<file path="config.mk">
export PLATFORM = sky130hd
export DESIGN_NAME = is_uart_rx_param
export DESIGN_NICKNAME = d
export VERILOG_FILES = /design/src/rtl/is_pkg_uart_controller.sv /design/src/rtl/is_uart_rx_sampler.sv /design/src/rtl/is_uart_rx_param.sv
export SDC_FILE = /design/constraint.sdc
export NUM_CORES = 1
export LEC_CHECK = 0
export ABC_AREA = 1
export CORE_ASPECT_RATIO = 1.25
export CORE_UTILIZATION = 30
export CTS_BUF_LIST = sky130_fd_sc_hd__clkbuf_2
export DETAILED_ROUTE_END_ITERATION = 6
export PLACE_DENSITY_LB_ADDON = 0.05
export SYNTH_ARGS = -nofsm -noshare
export SYNTH_HDL_FRONTEND = slang
export SYNTH_HIERARCHICAL = 1
export SYNTH_SLANG_ARGS = --single-unit
</file>
<file path="constraint.sdc">
create_clock -name clk_i -period 1.5 [get_ports clk_i]
set_input_delay 0.3 -clock clk_i [delete_from_list [all_inputs] [get_ports clk_i]]
set_output_delay 0.3 -clock clk_i [all_outputs]
set_load 0.01 [all_outputs]
</file>
<file path="src/rtl/is_pkg_uart_controller.sv">
// Shared types for the UART receiver: parity modes, RX FSM states and err_o bit positions.
package is_pkg_uart_controller;

    typedef enum logic [2:0] {
        PAR_NONE  = 3'd0,
        PAR_EVEN  = 3'd1,
        PAR_ODD   = 3'd2,
        PAR_MARK  = 3'd3,
        PAR_SPACE = 3'd4
    } par_mode_e;

    typedef enum logic [2:0] {
        ST_IDLE   = 3'd0,
        ST_START  = 3'd1,
        ST_DATA   = 3'd2,
        ST_PARITY = 3'd3,
        ST_STOP1  = 3'd4,
        ST_STOP2  = 3'd5,
        ST_BREAK  = 3'd6
    } rx_state_e;

    localparam int ERR_FRAME   = 0;
    localparam int ERR_PARITY  = 1;
    localparam int ERR_OVERRUN = 2;

    // Unknown mode codes behave like NONE so a bad setting never stalls a frame.
    function automatic logic par_enabled(input logic [2:0] mode);
        return (mode == PAR_EVEN) || (mode == PAR_ODD) ||
               (mode == PAR_MARK) || (mode == PAR_SPACE);
    endfunction

    function automatic logic par_expected(input logic [2:0] mode, input logic data_xor);
        logic p;
        case (mode)
            PAR_EVEN: p = data_xor;
            PAR_ODD:  p = ~data_xor;
            PAR_MARK: p = 1'b1;
            default:  p = 1'b0;
        endcase
        return p;
    endfunction

endpackage

</file>
<file path="src/rtl/is_uart_rx_sampler.sv">
// Line synchroniser, per-bit oversample tick counter and bit sampler for the UART receiver.
// Define UART_RX_MAJORITY_EN to take each bit as a 2-of-3 vote around the bit centre.
module is_uart_rx_sampler #(
    parameter int OS_RATE = 16
) (
    input  logic clk_i,
    input  logic rstn_i,
    input  logic os_ce_i,
    input  logic rxd_i,
    input  logic run_i,
    output logic fall_o,
    output logic bit_o,
    output logic bit_stb_o
);
    localparam int CNT_W = $clog2(OS_RATE);
    localparam logic [CNT_W-1:0] CNT_LAST = CNT_W'(OS_RATE - 1);
    // cnt_q holds the ticks already seen in this bit, so tick k arrives while cnt_q == k-1.
    localparam logic [CNT_W-1:0] CNT_MID  = CNT_W'(OS_RATE / 2 - 1);
`ifdef UART_RX_MAJORITY_EN
    localparam logic [CNT_W-1:0] CNT_EARLY = CNT_W'(OS_RATE / 2 - 2);
    localparam logic [CNT_W-1:0] CNT_LATE  = CNT_W'(OS_RATE / 2);
    logic [1:0] vote_q;
`endif

    logic             sync1_q;
    logic             sync2_q;
    logic             prev_q;
    logic             bit_q;
    logic             stb_q;
    logic [CNT_W-1:0] cnt_q;

    always_ff @(posedge clk_i or negedge rstn_i) begin
        if (!rstn_i) begin
            sync1_q <= 1'b1;
            sync2_q <= 1'b1;
            prev_q  <= 1'b1;
            bit_q   <= 1'b1;
            stb_q   <= 1'b0;
            cnt_q   <= '0;
`ifdef UART_RX_MAJORITY_EN
            vote_q  <= 2'b11;
`endif
        end else begin
            sync1_q <= rxd_i;
            sync2_q <= sync1_q;
            prev_q  <= sync2_q;
            stb_q   <= 1'b0;
            if (!run_i) begin
                cnt_q <= '0;
            end else if (os_ce_i) begin
                cnt_q <= (cnt_q == CNT_LAST) ? '0 : cnt_q + 1'b1;
`ifdef UART_RX_MAJORITY_EN
                if (cnt_q == CNT_EARLY) vote_q[0] <= sync2_q;
                if (cnt_q == CNT_MID)   vote_q[1] <= sync2_q;
                if (cnt_q == CNT_LATE) begin
                    bit_q <= (vote_q[0] & vote_q[1]) | (vote_q[0] & sync2_q) |
                             (vote_q[1] & sync2_q);
                    stb_q <= 1'b1;
                end
`else
                if (cnt_q == CNT_MID) begin
                    bit_q <= sync2_q;
                    stb_q <= 1'b1;
                end
`endif
            end
        end
    end

    assign fall_o    = prev_q & ~sync2_q;
    assign bit_o     = bit_q;
    assign bit_stb_o = stb_q;

endmodule

</file>
<file path="src/rtl/is_uart_rx_param.sv">
// Oversampling UART receiver with parity, 1/2 stop bits, break detect and a valid/ready output.
// Bit sampling mode is selected by UART_RX_MAJORITY_EN (see is_uart_rx_sampler).
module is_uart_rx_param
    import is_pkg_uart_controller::*;
#(
    parameter int DATA_W  = 8,
    parameter int OS_RATE = 16
) (
    input  logic              clk_i,
    input  logic              rstn_i,
    input  logic              os_ce_i,
    input  logic              rxd_i,
    input  logic [2:0]        cfg_parity_i,
    input  logic              cfg_stop2_i,
    input  logic              rx_ready_i,
    output logic              rx_valid_o,
    output logic [DATA_W-1:0] rx_data_o,
    output logic [2:0]        err_o,
    output logic              rx_break_o,
    output logic              rx_busy_o
);
    localparam int BCNT_W = $clog2(DATA_W);
    localparam logic [BCNT_W-1:0] BCNT_LAST = BCNT_W'(DATA_W - 1);

    // Output handshake: a word is held on rx_data_o/err_o while rx_valid_o is 1 and is
    // consumed on the clock where rx_valid_o and rx_ready_i are both 1.
    rx_state_e         state_q;
    logic [BCNT_W-1:0] bit_cnt_q;
    logic [DATA_W-1:0] shift_q;
    logic [DATA_W-1:0] data_q;
    logic [2:0]        err_q;
    logic [2:0]        par_mode_q;
    logic              stop2_q;
    logic              par_err_q;
    logic              par_one_q;
    logic              frame_err_q;
    logic              valid_q;
    logic              break_q;

    logic run;
    logic fall;
    logic samp_bit;
    logic samp_stb;
    logic brk_now;
    logic deliver;
    logic frame_now;

    assign run = (state_q != ST_IDLE);

    is_uart_rx_sampler #(.OS_RATE(OS_RATE)) u_sampler (
        .clk_i     (clk_i),
        .rstn_i    (rstn_i),
        .os_ce_i   (os_ce_i),
        .rxd_i     (rxd_i),
        .run_i     (run),
        .fall_o    (fall),
        .bit_o     (samp_bit),
        .bit_stb_o (samp_stb)
    );

    always_comb begin
        brk_now   = ~samp_bit & (shift_q == '0) & ~par_one_q;
        deliver   = 1'b0;
        frame_now = ~samp_bit;
        if (samp_stb) begin
            if (state_q == ST_STOP1) deliver = ~brk_now & ~stop2_q;
            if (state_q == ST_STOP2) deliver = 1'b1;
        end
        if (state_q == ST_STOP2) frame_now = frame_err_q | ~samp_bit;
    end

    always_ff @(posedge clk_i or negedge rstn_i) begin
        if (!rstn_i) begin
            state_q     <= ST_IDLE;
            bit_cnt_q   <= '0;
            shift_q     <= '0;
            data_q      <= '0;
            err_q       <= '0;
            par_mode_q  <= PAR_NONE;
            stop2_q     <= 1'b0;
            par_err_q   <= 1'b0;
            par_one_q   <= 1'b0;
            frame_err_q <= 1'b0;
            valid_q     <= 1'b0;
            break_q     <= 1'b0;
        end else begin
            case (state_q)
                ST_IDLE: begin
                    if (fall) begin
                        state_q     <= ST_START;
                        par_mode_q  <= cfg_parity_i;
                        stop2_q     <= cfg_stop2_i;
                        bit_cnt_q   <= '0;
                        par_err_q   <= 1'b0;
                        par_one_q   <= 1'b0;
                        frame_err_q <= 1'b0;
                    end
                end
                ST_START: begin
                    if (samp_stb) state_q <= samp_bit ? ST_IDLE : ST_DATA;
                end
                ST_DATA: begin
                    if (samp_stb) begin
                        shift_q <= {samp_bit, shift_q[DATA_W-1:1]};
                        if (bit_cnt_q == BCNT_LAST) begin
                            bit_cnt_q <= '0;
                            state_q   <= par_enabled(par_mode_q) ? ST_PARITY : ST_STOP1;
                        end else begin
                            bit_cnt_q <= bit_cnt_q + 1'b1;
                        end
                    end
                end
                ST_PARITY: begin
                    if (samp_stb) begin
                        par_one_q <= samp_bit;
                        par_err_q <= samp_bit ^ par_expected(par_mode_q, ^shift_q);
                        state_q   <= ST_STOP1;
                    end
                end
                ST_STOP1: begin
                    if (samp_stb) begin
                        if (brk_now) begin
                            state_q <= ST_BREAK;
                            break_q <= 1'b1;
                        end else if (stop2_q) begin
                            frame_err_q <= ~samp_bit;
                            state_q     <= ST_STOP2;
                        end else begin
                            state_q <= ST_IDLE;
                        end
                    end
                end
                ST_STOP2: begin
                    if (samp_stb) state_q <= ST_IDLE;
                end
                ST_BREAK: begin
                    if (samp_stb && samp_bit) begin
                        break_q <= 1'b0;
                        state_q <= ST_IDLE;
                    end
                end
                default: state_q <= ST_IDLE;
            endcase

            // A completing frame always wins; overrun flags an unconsumed previous word.
            if (deliver) begin
                data_q              <= shift_q;
                err_q[ERR_OVERRUN]  <= valid_q & ~rx_ready_i;
                err_q[ERR_PARITY]   <= par_err_q;
                err_q[ERR_FRAME]    <= frame_now;
                valid_q             <= 1'b1;
            end else if (valid_q && rx_ready_i) begin
                valid_q <= 1'b0;
            end
        end
    end

    assign rx_valid_o = valid_q;
    assign rx_data_o  = data_q;
    assign err_o      = err_q;
    assign rx_break_o = break_q;
    assign rx_busy_o  = (state_q != ST_IDLE);

endmodule

</file>
## Word-level counts from Yosys, hierarchy flattened

Cells that the tools add are included.

- Bits in registers: 43
- Word-level logic and storage cells: 126
- Bits of input ports: 9
- Output and inout bits: 14

- Bitwise logic cells: 14
- Equality and inequality tests: 25
- Reduce and logical (&&, ||, !) cells: 22
- Multiplexer cells: 45
- Add/sub/neg operators: 2

Operators by type and width:

| kind | count |
|---|---|
| 3-bit two-way mux | 14 |
| 3-bit one-hot mux with 7 select lines | 1 |
| 1-bit two-way mux | 20 |
| 3-bit equality test, second input constant | 5 |
| 2-bit != test, second input constant | 7 |
| 3-bit by 2-bit equality test with 1-bit output, second input constant | 4 |
| 4-bit two-way mux | 3 |
| 2-bit by 1-bit != test with 1-bit output, second input constant | 5 |
| 2-bit nonzero test | 5 |
| 3-bit AND reduction | 3 |
| 8-bit zero test | 1 |
| 1-bit one-hot mux with 2 select lines | 4 |
| 8-bit AND reduction | 1 |
| 8-bit XOR reduction | 1 |
| 1-bit inverter | 7 |
| 3-bit by 1-bit equality test with 1-bit output, second input constant | 2 |
| 3-bit one-hot mux with 2 select lines | 1 |
| 1-bit AND | 5 |
| 5-bit AND reduction | 1 |
| 4-bit by 1-bit adder with 4-bit output, second input constant | 1 |
| 4-bit by 3-bit equality test with 1-bit output, second input constant | 1 |
| 4-bit equality test, second input constant | 1 |
| 2-bit AND reduction | 2 |
| 4-bit AND reduction | 1 |
| other kinds (9) | 12 |

## Depth between registers and ports, before layout

- Depth in word-level cells: 9
- Gate-level depth with buffers: 12
- Gate-level depth less buffers: 12

## Hierarchy

The synthesis kept the hierarchy.

Modules (own cells, without submodules):

| module | area an instance (sq um) | cells an instance | instances | sequential area each (sq um) |
|---|---|---|---|---|
| is_uart_rx_param | 1,800.5 | 218 | 1 | 850.8 |
| is_uart_rx_sampler | 370.4 | 38 | 1 | 230.2 |

## Worst setup path before layout

Ideal clock, no wire load.

- Path kind: flip-flop to flip-flop
- Start: reg shift_q[2]
- End: reg data_q[2] (netlist: rx_data_o[2])
- Slack: 55 ps
- Data arrival time: 1,327 ps
- Path buffers: 1
- Period minus slack after synthesis: 1,445 ps
- Cell stages (with the launch flop): 12
- Cell sequence: dfrtp_1 > inv_1 > ha_1 > nand2_1 > nor2_1 > nand3_1 > nand2_1 > o21ai_4 > nand2_4 > buf_6 > nand2_2 > o21ai_2

- Longest elaborated chain between the ends: 8

RTL lines:

| what | line | RTL |
|---|---|---|
| from (decl) | is_uart_rx_param.sv:29 | `logic [DATA_W-1:0] shift_q;` |
| from (signal assigned) | is_uart_rx_param.sv:104 | `shift_q <= {samp_bit, shift_q[DATA_W-1:1]};` |
| 8-bit zero test | is_uart_rx_param.sv:62 | `brk_now = ~samp_bit & (shift_q == '0) & ~par_one_q;` |
| 1-bit AND (2 in series) | is_uart_rx_param.sv:62 |  |
| 1-bit inverter | is_uart_rx_param.sv:66 | `if (state_q == ST_STOP1) deliver = ~brk_now & ~stop2_q;` |
| 1-bit AND | is_uart_rx_param.sv:66 |  |
| 1-bit two-way mux | is_uart_rx_param.sv:66 |  |
| 1-bit two-way mux | is_uart_rx_param.sv:67 | `if (state_q == ST_STOP2) deliver = 1'b1;` |
| 1-bit two-way mux | is_uart_rx_param.sv:65 | `if (samp_stb) begin` |
| to (signal assigned) | is_uart_rx_param.sv:147 | `data_q <= shift_q;` |
| to (decl) | is_uart_rx_param.sv:30 | `logic [DATA_W-1:0] data_q;` |

Parallel ways exist; a longest one is shown, timed or not.
A chain may end at the register's enable or synchronous reset.

## Worst setup path in the final report

- Start: reg state_q[1]
- End: out rx_busy_o

- Longest elaborated chain between the ends: 1

RTL lines:

| what | line | RTL |
|---|---|---|
| from (decl) | is_uart_rx_param.sv:27 | `rx_state_e state_q;` |
| from (signal assigned) | is_uart_rx_param.sv:100 | `if (samp_stb) state_q <= samp_bit ? ST_IDLE : ST_DATA;` |
| from (signal assigned) | is_uart_rx_param.sv:107 | `state_q <= par_enabled(par_mode_q) ? ST_PARITY : ST_STOP1;` |
| 3-bit nonzero test | is_uart_rx_param.sv:162 | `assign rx_busy_o = (state_q != ST_IDLE);` |
| to (decl) | is_uart_rx_param.sv:20 | `output logic rx_busy_o` |

No other way between the ends.

==> run metrics <==
total power=3800 µW; Syn Inst Count=256; root buffer cell=clkbuf_2; Sequential Power Share=39.6%; slowest CP cell=dfrtp_1; Num CTS Buffers=5; Clock Latency Late Sink=0.43 ns; Buffers & Inverters on Critical Path=3; worst path cell trace=inv_2 -> nand2_4 -> nor2_4 -> inv_2 -> buf_6; # setup viols final=9; Iter 0 DRT Violations=25; largest net degree at the start of global routing=21; CP Data Arrival Time=1.25 ns; worst slew pin tran=0.423 ns; Comb pwr share=43.0%; placer congestion estimate=0.814; Area growth, synth to finish=49.5%; Setup Skew=0.0299 ns; Layout Utilization=46.5%; post-synth cell types=29; Synthesized Nets=272; Internal=2360 µW; Data required, critical path=1.20 ns; CTS tree=yes; failing checks=setup timing; Tcrit/Tclk final=103%; Max Root-Sink Buffers=2; WL per Instance=11.7 µm; CTS H-Tree Depth=2; WL final=5060 µm; iteration count of the initial detailed-routing pass=6; Die Width=78.1 µm; first-pass GRT wire length=8550 µm; initial antenna violation count=0; leakage power=0.00159 µW; Detailed Place HPWL=3640 µm; CP Capture Type=output port; die area=7580 µm²; Critical Path Max Stage Delay=0.44 ns; Cell Rows=34; min Tclk post-route=1.55 ns; via count=1896; Sw Pwr=1440 µW; Die Y=97.1 µm; Max Transition Viols Final=0; Via density=4.40; gr usage total=14.7%; nets=356; Ports=23; hold crit path type=primary input to flip-flop; RSZ-0062 raised after global routing=true; clock input transition at the sequential cells of the worst setup and hold paths=0.21 ns; Sinks on Clock Net=43; vias in the first global route=1871; status=complete, but fails checks; sw frac=38.0%; Overflow after GRT=0; Post-DRT Antenna Nets=0; area of the mapped netlist=2170 µm²; drt drc=0; I/O Buffers=22; type of the worst setup path=flip-flop to output port; # fillers=704; synth warn=6; achievable frequency=646 MHz; CP Max Fanout=3; clock share of power=17.4%; startpoint types=flip-flop; Crit path top cell by count=inv_2; register area share after synthesis=49.8%; final setup margin=-0.0477 ns; Max-cap violations=0; ANT cells=0; PD cells=1170 nW/µm²; Syn Area/Cell=8.48 µm²; number of synthesized register bits=43; core footprint=6980 µm²; CP top delay family=flip-flops; Worst VDD drop=0.666 mV; Starting Density=31.1%; layout cells sized above 1=44.0%; Rel. slew slack=71.8%; final hold violations=0
## registers in the layout (all words and copies together), names as in the netlist
| register | cells |
|---|---|
| frame_err_q | 1 |
| par_mode_q | 3 |
| u_sampler/prev_q | 1 |
| par_err_q | 1 |
| stop2_q | 1 |
| shift_q | 8 |
| rx_valid_o | 1 |
| state_q | 3 |
| rx_data_o | 8 |
| par_one_q | 1 |
| rx_break_o | 1 |
| err_o | 3 |
| u_sampler/bit_o | 1 |
| u_sampler/cnt_q | 4 |
| u_sampler/sync1_q | 1 |
| u_sampler/sync2_q | 1 |
| bit_cnt_q | 3 |
| u_sampler/bit_stb_o | 1 |
## path summary, 6_finish.rpt
check / start / end / slack (ns) / cells past startpoint
min in group asynchronous: rstn_i / shift_q[6]$_DFFE_PN0P_ / 0.29 / 2
worst min register to register: u_sampler/sync1_q$_DFF_PN1_ / u_sampler/sync2_q$_DFF_PN1_ / 0.37 / 0
max in group asynchronous: rstn_i / bit_cnt_q[2]$_DFFE_PN0P_ / 0.68 / 3
worst max-delay path: state_q[1]$_DFFE_PN0P_ / rx_busy_o / -0.05 / 5
worst max register to register: shift_q[7]$_DFFE_PN0P_ / rx_data_o[0]$_DFFE_PN0P_ / -0.03 / 11
worst min-delay path: rxd_i / u_sampler/sync1_q$_DFF_PN1_ / 0.27 / 1
## placed cells by master (no fill, tap or decap), types with 2 or more instances in the layout
cell type	count
buf_4	51
nand2_1	50
dfrtp_1	38
inv_1	21
inv_2	19
o21ai_1	18
nand2_2	12
nor2_1	12
nand2_4	11
o21ai_2	9
nand3_1	9
clkdlybuf4s50_1	7
clkdlybuf4s15_1	7
dlygate4sd2_1	6
nor2_4	5
nand3_2	5
a21oi_1	5
clkbuf_2	5
buf_6	5
nor2_2	4
ha_4	4
dfstp_2	4
nor3_2	3
nor3_1	3
ha_1	3
o21ai_0	2
a21oi_2	2
nand4_1	2
clkinv_2	2
buf_12	2
## power by group through the flow
stage,Combinational [µW],Sequential [µW],Clock [µW]
6_report,1630,1510,662
5_1_grt,1820,1540,745
4_1_cts,1490,1500,714
3_5_place_dp,1360,1520,0
3_3_place_gp,1370,1520,0
2_1_floorplan,779,1510,0
## Yosys cell counts
master	count	area (µm²)
a21oi_1	7	35.0
a31oi_1	1	6.26
buf_2	2	10.0
buf_6	2	22.5
clkinv_2	1	5.00
dfrtp_1	39	976
dfstp_2	4	105
ha_1	7	87.6
inv_1	32	120
inv_2	8	30.0
nand2_1	61	229
nand2_2	11	68.8
nand2_4	1	11.3
nand3_1	14	70.1
nand4_1	2	12.5
nor2_1	17	63.8
nor2_2	3	18.8
nor2_4	1	11.3
nor3_1	6	30.0
nor3_4	1	16.3
nor4_1	1	6.26
o21a_1	1	7.51
o21ai_0	2	10.0
o21ai_1	18	90.1
o21ai_2	9	78.8
o21ai_4	1	16.3
o22ai_1	1	6.26
xnor2_1	1	8.76
xor2_1	2	17.5
## cells by family after synthesis
group	Yosys count	synth area share, %
compound gates	40	11.5
xor+xnor	3	1.21
fa+ha+maj	7	4.03
buf+inv	45	8.65
flops	43	49.8
simple gates	118	24.8
## layer usage
layer | up-vias | share of wire [%] | track usage, % | wire (µm)
li1 | 972 | - | - | -
met1 | 890 | 43 | 16.9 | 2170
met2 | 27 | 53 | 25.7 | 2680
met3 | 7 | 2.3 | 3.19 | 116
met4 | 0 | 2.0 | 6.55 | 100
met5 | - | 0 | 0 | 0
## what timing repair did
action,in CTS,in global routing
pin swaps,15,20
endpoints found under the setup margin,32,32
setup buffers,17,10
cloned,1,0
resized for setup,58,32
hold endpoints to repair,9,0
hold buffers,1,0
## worst reg2reg max path, cell delays in order (launching register included)
cell and delay [ns]:
dfrtp_1 0.44, inv_2 0.08, ha_4 0.13, nand2_2 0.04, nor2_2 0.11, nand3_2 0.10
nand2_2 0.11, o21ai_4 0.07, nand2_4 0.12, buf_12 0.17, nand2_4 0.06, o21ai_2 0.04
## area by class of cell
type / instances / area (µm²) / share of cell area (%)
well taps: 90 / 113 / 3.47
repair buffers: 81 / 714 / 22.0
clock buffers: 5 / 25.0 / 0.771
inverters: 41 / 155 / 4.78
clock inverters: 3 / 38.8 / 1.20
flip-flops and latches: 43 / 1080 / 33.3
multi-input cells: 168 / 1120 / 34.4
## metrics by stage
stage | instances | hold WS (ns) | area (µm²) | TNS [ns] | setup WS, ns
2_1_floorplan | 256 | 0.00441 | 2170 | 0 | 0.0547
3_3_place_gp | 395 | 0.261 | 2720 | -0.197 | -0.0271
3_5_place_dp | 395 | 0.262 | 2720 | -0.363 | -0.0337
4_1_cts | 422 | 0.243 | 3090 | -0.653 | -0.111
5_1_grt | 431 | 0.221 | 3250 | -1.43 | -0.159
6_report | 431 | 0.271 | 3250 | -0.141 | -0.0477
No activity file was read; power rests on OpenSTA's default activity.
